===== config.mk =====
export PLATFORM = sky130hd
export DESIGN_NAME = addernet_array_ctrl
export DESIGN_NICKNAME = d
export VERILOG_FILES = /design/src/rtl/addernet_pkg.sv /design/src/rtl/addernet_skew_buf.sv /design/src/rtl/addernet_array_ctrl.sv
export SDC_FILE = /design/constraint.sdc
export NUM_CORES = 1
export LEC_CHECK = 0
export BUFFER_PORTS_ARGS = -buffer_cell sky130_fd_sc_hd__buf_4
export CAP_MARGIN = 20
export CORE_UTILIZATION = 49
export DETAILED_ROUTE_END_ITERATION = 8
export PLACE_DENSITY = 0.8
export SYNTH_ARGS = -nofsm -noshare
export SYNTH_HDL_FRONTEND = slang
export SYNTH_SLANG_ARGS = --single-unit
export TNS_END_PERCENT = 50

===== constraint.sdc =====
create_clock -name clk -period 2.2 [get_ports clk]
set_input_delay 0.22 -clock clk [delete_from_list [all_inputs] [get_ports clk]]
set_output_delay 0.22 -clock clk [all_outputs]
set_load 0.05 [all_outputs]

===== src/rtl/addernet_pkg.sv =====
// Shared definitions for the AdderNet array controller.
//   - Default X/W and psum element widths.
//   - Controller FSM state encodings (IDLE/LOAD_W/STREAM/DRAIN/DONE).
//   - pipe_depth(): depth of the in-flight valid pipe (rows of skew plus columns of psum travel).
package addernet_pkg;

  localparam int unsigned BitWidthXwDef   = 8;
  localparam int unsigned BitWidthPsumDef = 16;

  localparam logic [2:0] StIdle   = 3'd0;
  localparam logic [2:0] StLoadW  = 3'd1;
  localparam logic [2:0] StStream = 3'd2;
  localparam logic [2:0] StDrain  = 3'd3;
  localparam logic [2:0] StDone   = 3'd4;

  function automatic int unsigned pipe_depth(input int unsigned rows, input int unsigned cols);
    return rows + cols;
  endfunction

endpackage


===== src/rtl/addernet_skew_buf.sv =====
// Triangular delay line for the array's left edge: row r of the input vector is delayed by
// r register stages, so row 0 passes straight through.
// Ports:
//   clk   clock
//   clr   synchronous active-high clear of all stages
//   din   ROWS*WIDTH input vector, row r at bits [r*WIDTH +: WIDTH]
//   dout  ROWS*WIDTH skewed output vector
module addernet_skew_buf #(
  parameter int unsigned ROWS  = 4,
  parameter int unsigned WIDTH = 8
) (
  input  logic                  clk,
  input  logic                  clr,
  input  logic [ROWS*WIDTH-1:0] din,
  output logic [ROWS*WIDTH-1:0] dout
);

  for (genvar r = 0; r < ROWS; r++) begin : g_row
    if (r == 0) begin : g_pass
      assign dout[0 +: WIDTH] = din[0 +: WIDTH];
    end else begin : g_dly
      logic [WIDTH-1:0] stage_q [r];

      always_ff @(posedge clk) begin
        if (clr) begin
          for (int i = 0; i < r; i++) stage_q[i] <= '0;
        end else begin
          stage_q[0] <= din[r*WIDTH +: WIDTH];
          for (int i = 1; i < r; i++) stage_q[i] <= stage_q[i-1];
        end
      end

      assign dout[r*WIDTH +: WIDTH] = stage_q[r-1];
    end
  end

endmodule


===== src/rtl/addernet_array_ctrl.sv =====
// Sequencer for a weight-stationary ROWS x COLS AdderNet PE array.
// Loads weights row by row, streams X vectors into the left edge with per-row skew, feeds zero
// psum into the top edge and flags each column's bottom psum as valid.
// Ports:
//   clk, rst                  clock, synchronous active-high reset
//   i_start, i_num_vec        begin a pass (IDLE only) with the given vector count
//   i_w_valid/o_w_ready       weight-row handshake; i_w_row, i_w_negzero carry the row
//   o_StoreW, o_W, o_NegZeroW one-hot row store enable, broadcast weights, per-PE bypass flags
//   i_x_valid/o_x_ready       X vector handshake; i_x_vec carries the vector
//   o_X, o_PSUM               skewed left-edge X, top-edge psum (always zero)
//   o_psum_valid              per-column bottom psum valid
//   o_busy, o_done            pass in progress, end-of-pass pulse
// Optional (macro ADDERNET_CTRL_PERF_EN): o_perf_bubbles, o_perf_cycles saturating counters.
module addernet_array_ctrl
  import addernet_pkg::*;
#(
  parameter int unsigned ROWS           = 4,
  parameter int unsigned COLS           = 4,
  parameter int unsigned BIT_WIDTH_XW   = BitWidthXwDef,
  parameter int unsigned BIT_WIDTH_PSUM = BitWidthPsumDef,
  parameter int unsigned CNT_W          = 16
) (
  input  logic                           clk,
  input  logic                           rst,
  input  logic                           i_start,
  input  logic [CNT_W-1:0]               i_num_vec,
  input  logic                           i_w_valid,
  output logic                           o_w_ready,
  input  logic [COLS*BIT_WIDTH_XW-1:0]   i_w_row,
  input  logic [COLS-1:0]                i_w_negzero,
  output logic [ROWS-1:0]                o_StoreW,
  output logic [COLS*BIT_WIDTH_XW-1:0]   o_W,
  output logic [ROWS*COLS-1:0]           o_NegZeroW,
  input  logic                           i_x_valid,
  output logic                           o_x_ready,
  input  logic [ROWS*BIT_WIDTH_XW-1:0]   i_x_vec,
  output logic [ROWS*BIT_WIDTH_XW-1:0]   o_X,
  output logic [COLS*BIT_WIDTH_PSUM-1:0] o_PSUM,
  output logic [COLS-1:0]                o_psum_valid,
  output logic                           o_busy,
  output logic                           o_done
`ifdef ADDERNET_CTRL_PERF_EN
  ,
  output logic [CNT_W-1:0]               o_perf_bubbles,
  output logic [CNT_W-1:0]               o_perf_cycles
`endif
);

  localparam int unsigned Depth = pipe_depth(ROWS, COLS);
  localparam int unsigned RowW  = (ROWS > 1) ? $clog2(ROWS) : 1;

  logic [2:0]                    state_q, state_d;
  logic [RowW-1:0]               row_q;
  logic [CNT_W-1:0]              cnt_q;
  logic [ROWS-1:0]               storew_q;
  logic [COLS*BIT_WIDTH_XW-1:0]  w_q;
  logic [ROWS*COLS-1:0]          negzero_q;
  logic [ROWS*BIT_WIDTH_XW-1:0]  x_q;
  logic [Depth-1:0]              vld_q;
  logic                          w_acc, x_acc, last_row, start_acc;

  assign o_w_ready = (state_q == StLoadW);
  assign o_x_ready = (state_q == StStream);
  assign w_acc     = i_w_valid & o_w_ready;
  assign x_acc     = i_x_valid & o_x_ready;
  assign last_row  = (row_q == RowW'(ROWS - 1));
  assign start_acc = (state_q == StIdle) & i_start;

  always_comb begin
    state_d = state_q;
    case (state_q)
      StIdle:   if (i_start) state_d = StLoadW;
      StLoadW:  if (w_acc && last_row) state_d = (cnt_q == '0) ? StDone : StStream;
      StStream: if (x_acc && cnt_q == CNT_W'(1)) state_d = StDrain;
      // Pipe empty means the last column's final valid pulse has already left.
      StDrain:  if (vld_q == '0) state_d = StDone;
      StDone:   state_d = StIdle;
      default:  state_d = StIdle;
    endcase
  end

  always_ff @(posedge clk) begin
    if (rst) begin
      state_q   <= StIdle;
      row_q     <= '0;
      cnt_q     <= '0;
      storew_q  <= '0;
      w_q       <= '0;
      negzero_q <= '0;
      x_q       <= '0;
      vld_q     <= '0;
    end else begin
      state_q  <= state_d;
      storew_q <= w_acc ? (ROWS'(1) << row_q) : '0;
      if (start_acc) begin
        row_q <= '0;
        cnt_q <= i_num_vec;
      end
      if (w_acc) begin
        row_q                           <= row_q + RowW'(1);
        w_q                             <= i_w_row;
        negzero_q[row_q*COLS +: COLS]   <= i_w_negzero;
      end
      if (x_acc) cnt_q <= cnt_q - CNT_W'(1);
      // The array never stalls: a cycle without a vector becomes a zero bubble.
      x_q   <= x_acc ? i_x_vec : '0;
      vld_q <= {vld_q[Depth-2:0], x_acc};
    end
  end

  addernet_skew_buf #(
    .ROWS  (ROWS),
    .WIDTH (BIT_WIDTH_XW)
  ) u_skew (
    .clk  (clk),
    .clr  (rst),
    .din  (x_q),
    .dout (o_X)
  );

  assign o_StoreW     = storew_q;
  assign o_W          = w_q;
  assign o_NegZeroW   = negzero_q;
  assign o_PSUM       = '0;
  assign o_psum_valid = vld_q[Depth-1:ROWS];
  assign o_busy       = (state_q != StIdle);
  assign o_done       = (state_q == StDone);

`ifdef ADDERNET_CTRL_PERF_EN
  logic [CNT_W-1:0] bub_q, cyc_q;

  always_ff @(posedge clk) begin
    if (rst) begin
      bub_q <= '0;
      cyc_q <= '0;
    end else if (start_acc) begin
      bub_q <= '0;
      cyc_q <= '0;
    end else begin
      if (state_q == StStream && !x_acc && bub_q != '1) bub_q <= bub_q + CNT_W'(1);
      if (o_busy && cyc_q != '1) cyc_q <= cyc_q + CNT_W'(1);
    end
  end

  assign o_perf_bubbles = bub_q;
  assign o_perf_cycles  = cyc_q;
`endif

endmodule


* Word level (Yosys, flattened, before mapping) *
Memories as Yosys holds them, arrays and structs flattened.
Index checks and enable logic that the tools add are counted.

storage, ports and cells
  register bits after elaboration = 113
  memory bits (writable) = 48
  bits of input ports = 89
  output and inout port bits = 156
  logic and storage cells = 70
  memories kept = 3

operators by class
  add/subtract/negate cells = 3
  equality and inequality tests = 10
  shift operators = 3
  mux-type cells = 21
  bitwise operators = 10
  reductions and logical operators = 12

memory list
  name                           words  bits a word  rd ports  clocked after Yosys merged registers in  wr ports  line                     RTL
  u_skew.g_row[3].g_dly.stage_q  3      8            3         0                                        3         addernet_skew_buf.sv:22  logic [WIDTH-1:0] stage_q [r];
  u_skew.g_row[2].g_dly.stage_q  2      8            2         0                                        2         addernet_skew_buf.sv:22
  u_skew.g_row[1].g_dly.stage_q  1      8            1         0                                        1         addernet_skew_buf.sv:22

operators with widths
  operator                 count
  $mux 8                   6
  $neg 4->34               1
  $shift 4x34->16 const A  1
  $shiftx 4x34->16         1
  $mux 16                  2
  $bwmux 16                1
  $eq 16x1->1 const B      1
  $logic_not 16->1         1
  $sub 16x1->16 const B    1
  $mux 3                   5
  $pmux 3 s4               1
  $logic_not 8->1          1
  $reduce_or 8->1          1
  $eq 3x2->1 const B       2
  $or 1x1->1               5
  $mux 1                   4
  $mux 2                   2
  $ne 2x1->1 const B       2
  $ne 2x2->1 const B       2
  $reduce_and 4->1         1
  $reduce_bool 2->1        2
  $reduce_or 2->1          2
  $shl 1x2->4 const A      1
  $and 1x1->1              3
  8 further kinds          10

* Longest topological paths before layout *
  word-level depth = 5
  depth in mapped cells = 6

* Modules after synthesis *
Synthesis repeated with hierarchy kept, for this count alone.

second synthesis, totals
  cells, all modules = 666
  area total of the unflattened synthesis = 6267.3 sq um

modules (own cells, without submodules)
  module               times used  cells each  area each (sq um)  sequential area each (sq um)
  addernet_array_ctrl  1           541         4782.1             2262.2
  addernet_skew_buf    1           125         1485.2             960.9

* Least setup slack after synthesis *
No wires, ideal clock.

  path kind = register to output
  start point = register state_q[1]
  end point = output o_done
  data arrival time = 1.793 ns
  slack = 0.187 ns
  cell stages (with the launch flop) = 4
  cells stage by stage = dfxtp_1 -> clkbuf_1 -> clkbuf_1 -> nor3b_1

on the way
  word-level cells in the longest chain between the ends = 1

ends and longest elaborated chain
  what                    line                        RTL
  start, declared         addernet_array_ctrl.sv:52   logic [2:0] state_q, state_d;
  start signal, assigned  addernet_array_ctrl.sv:84   state_q <= StIdle;
  start signal, assigned  addernet_array_ctrl.sv:93   state_q <= state_d;
  $eq 3x3->1              addernet_array_ctrl.sv:127  assign o_done = (state_q == StDone);
  end, declared           addernet_array_ctrl.sv:41   output logic o_done

No other way between the ends.

* Worst setup path after layout *
  start point = register cnt_q[3]
  end point = register cnt_q[9]

on the way
  word-level cells in the longest chain between the ends = 2

ends and longest elaborated chain
  what                    line                        RTL
  start, declared         addernet_array_ctrl.sv:54   logic [CNT_W-1:0] cnt_q;
  start signal, assigned  addernet_array_ctrl.sv:97   cnt_q <= i_num_vec;
  start signal, assigned  addernet_array_ctrl.sv:104  if (x_acc) cnt_q <= cnt_q - CNT_W'(1);
  $sub 16x1->16           addernet_array_ctrl.sv:104
  $mux 16                 addernet_array_ctrl.sv:104

No other way between the ends.
A chain may end at the register's enable or synchronous reset.

==> key figures <==
Outcome
  • Outcome: finished, final reports clean

Global route
  • GRT Resource Usage Total: 0.1947
  • First-pass GRT wire length: 19.75 mm
  • Largest net degree at the start of global routing: 56
  • Grt total ovfl: 0
  • Vias in the first global route: 4055
  • Initial antenna violation count: 0

Synthesis
  • Largest cells by area after synthesis: dfxtp_1 (51%), buf_4 (11%), nand2_1 (6.1%)
  • Synth Flop Type: dfxtp_1
  • Mapped cell area: 6266 um^2
  • Cells after Synth: 682
  • Count of cell types in the netlist: 51
  • FFs w/ async S/R, synth: 0
  • Ys Warns: 0
  • Number of synthesized flops with an enable pin: 0
  • Post-synthesis register bit count: 161
  • Sequential area share after synthesis: 0.5144
  • Post-synth top area share: 0.5144
  • Post-Syn Area per Cell: 9.188 um^2
  • Post-synth top area cell: dfxtp_1

Setup path
  • Path depth of the worst reg2reg path: 4
  • FF-to-FF setup slack: 0.21 ns
  • Nature of the critical path endpoint: register
  • Crit Path Category: register to register
  • Crit start category: register
  • Crit path max fanout: 7
  • Crit-path cells: or4_4 -> or3_4 -> or3_2 -> a31oi_1
  • Critical Path End: cnt_q[9]
  • Slowest stage delay, CP: 0.56 ns
  • R2R Path Start: cnt_q[3]
  • WP data arrival: 2.33 ns
  • CP Launch Point: cnt_q[3]
  • Cell at the slowest stage of the critical path: or4_4
  • Worst path depth: 4
  • Buffer and inverter count on the worst path: 0
  • Critical Path RT: 2.54 ns
  • Critical path's top delay family: simple AND/OR/NAND/NOR gates
  • Worst flop-to-flop path endpoint: cnt_q[9]

STA
  • F_max: 501.4 MHz
  • Worst clock skew: 0.005969 ns
  • Fin Setup TNS: 0 ns
  • RSZ-0062 raised after global routing: false
  • Final Hold Fails: 0
  • Crit path time final: 1.994 ns
  • Slew Limit Fails: 0
  • Final setup vio count: 0
  • Worst Slack Setup Final: 0.2057 ns
  • Rel. slew slack: 0.5061
  • Fin crit share: 0.9065
  • Worst Max-Slew Pin Slew: 0.7408 ns

Final layout
  • Layout Nets: 925
  • Antenna cells: 0
  • Area delta synth->final: 26.48%
  • Final instance area: 7925 um^2
  • Share of cells above drive strength 1: 0.2806
  • Fin util: 0.6463

Hold path
  • Worst hold-check path type: input pin to register

Routing
  • WL/cell: 12.82 um
  • DR DRC count: 0
  • Initial drt markers: 256
  • Via count: 4758
  • WL met1: 5.432 mm
  • Top Layer Used: met4
  • Routed WL: 12.94 mm
  • Met2 wire len: 6.523 mm
  • Met3 routed WL: 657 um
  • Vias per std cell: 4.716
  • 1st-pass router iterations: 4
  • DRT antenna net count: 0

Pwr
  • Total power: 0.006624 W
  • Pleak: 3.527 nW
  • PwrDens: 835.8 nW/um^2
  • IR drop worst, VDD: 0.0004775 V

Placed design
  • Pre-CTS setup slack: 0.2362 ns
  • Gp weighted congestion: 0.8526
  • Port Buffers: 180
  • Placed cell area: 7363 um^2
  • Post-DP HPWL: 9.081 mm

Clock tree
  • Root buffer cell: clkbuf_16
  • Gates resized, CTS repair: 0
  • Number of hold buffers added after CTS: 0
  • Clk pin slew, worst setup/hold paths: 0.06 ns
  • CTS tree: done
  • CTS Sinks: 161
  • Max clock buf depth: 2
  • Post-CTS Setup Bufs: 0
  • H-tree depth: 4
  • Clock Latency Late Sink: 0.42 ns
  • CTS Buf Count: 17

Floorplanning
  • Number of placement rows: 40
  • Die Span Y: 115.1 um
  • Ports: 245
  • Die width: 115.1 um
  • Core area: 12260 um^2
  • Die area: 13240 um^2
  • Initial cell density of the core: 0.5110

Job
  • Max-Cap Viols: 0
[layout by cell type, fill, tap and decap left out, types with 7 or more instances in the layout]
master and count:
a21oi_1 56, nor2_1 16, a31oi_1 13, inv_1 8
and3_1 33, buf_4 193, nor2b_1 55, ha_1 8
nand4_1 18, clkbuf_16 17, nand2_1 101, nor4_1 7
conb_1 64, nor3_1 7, nand3_1 7, dfxtp_1 161
[routing by layer]
layer / vias up / GRT usage
li1: 2445 / -
met1: 2128 / 0.2301
met2: 161 / 0.3241
met3: 24 / 0.05166
met4: 0 / 0.1039
met5: - / 0
[cells by family after synthesis]
logic type / Yosys count / synth area share
flops: 161 / 0.5144
other cells: 1 / 0.0005985
buf+inv: 138 / 0.1378
fa+ha+maj: 8 / 0.01598
simple gates: 283 / 0.2450
compound gates: 90 / 0.08467
mux: 1 / 0.001598
[sequential cells by signal, summed over array words and instances (netlist names)]
signal	flops
u_skew.g_row.g_dly.stage_q	48
o_W	32
o_StoreW	4
vld_q	8
o_NegZeroW	16
state_q	3
x_q	32
row_q	2
cnt_q	16
[how the worst min path moves through the flow]
stage / startpoint / endpoint / slack [ns] / cells past startpoint
after floorplan: i_w_row[0] / o_W[0] / 0.36 / 2
after global placement: x_q[23] / u_skew.g_row[2].g_dly.stage_q[0][7] / 0.42 / 1
after detailed placement: x_q[19] / u_skew.g_row[2].g_dly.stage_q[0][3] / 0.42 / 1
after CTS: i_x_vec[3] / x_q[3] / 0.01 / 2
after global routing: i_x_vec[18] / x_q[18] / 0.01 / 2
final: i_x_vec[7] / x_q[7] / 0.03 / 2
[where the power goes]
part | total (W) | internal (W) | switching (W)
registers | 0.00301 | 0.00297 | 0.0000454
logic | 0.000840 | 0.000250 | 0.000591
clock network | 0.00277 | 0.00158 | 0.00119
[metrics by stage]
stage / hold WS, ns / std cells
after global routing: 0.01433 / 1009
final: 0.02875 / 1009
after CTS: 0.01010 / 1009
after floorplan: 0.3560 / 745
after global placement: 0.4163 / 977
after detailed placement: 0.4204 / 977
[worst register-to-register path, stage by stage (launching register included)]
cell and delay [ns]:
dfxtp_1 0.36, or4_4 0.56, or3_4 0.35, or3_2 0.46
a31oi_1 0.18
[Yosys cell counts (3+ instances only)]
cell	instances
nand2_1	101
a31oi_1	13
or3_1	6
ha_1	8
buf_4	92
nand2b_1	4
nor3_1	7
and3_1	33
nand3_1	7
nand4_1	18
nor4_1	7
dfxtp_1	161
nand3b_1	3
o311ai_0	5
a21oi_1	56
nor2_1	16
clkbuf_1	36
nor2b_1	55
inv_1	8
nor3b_1	4
or4_1	3
o211ai_1	4
[final cells by class]
class	instances	area (um^2)
Fill cell	1004	4337
Sequential cell	161	3223
Multi-Input combinational cell	446	2431
Timing Repair Buffer	194	1469
Clock buffer	19	432.9
Tap cell	168	210.2
Clock inverter	13	128.9
Inverter	8	30.03
(Power assumes the default switching activity.)
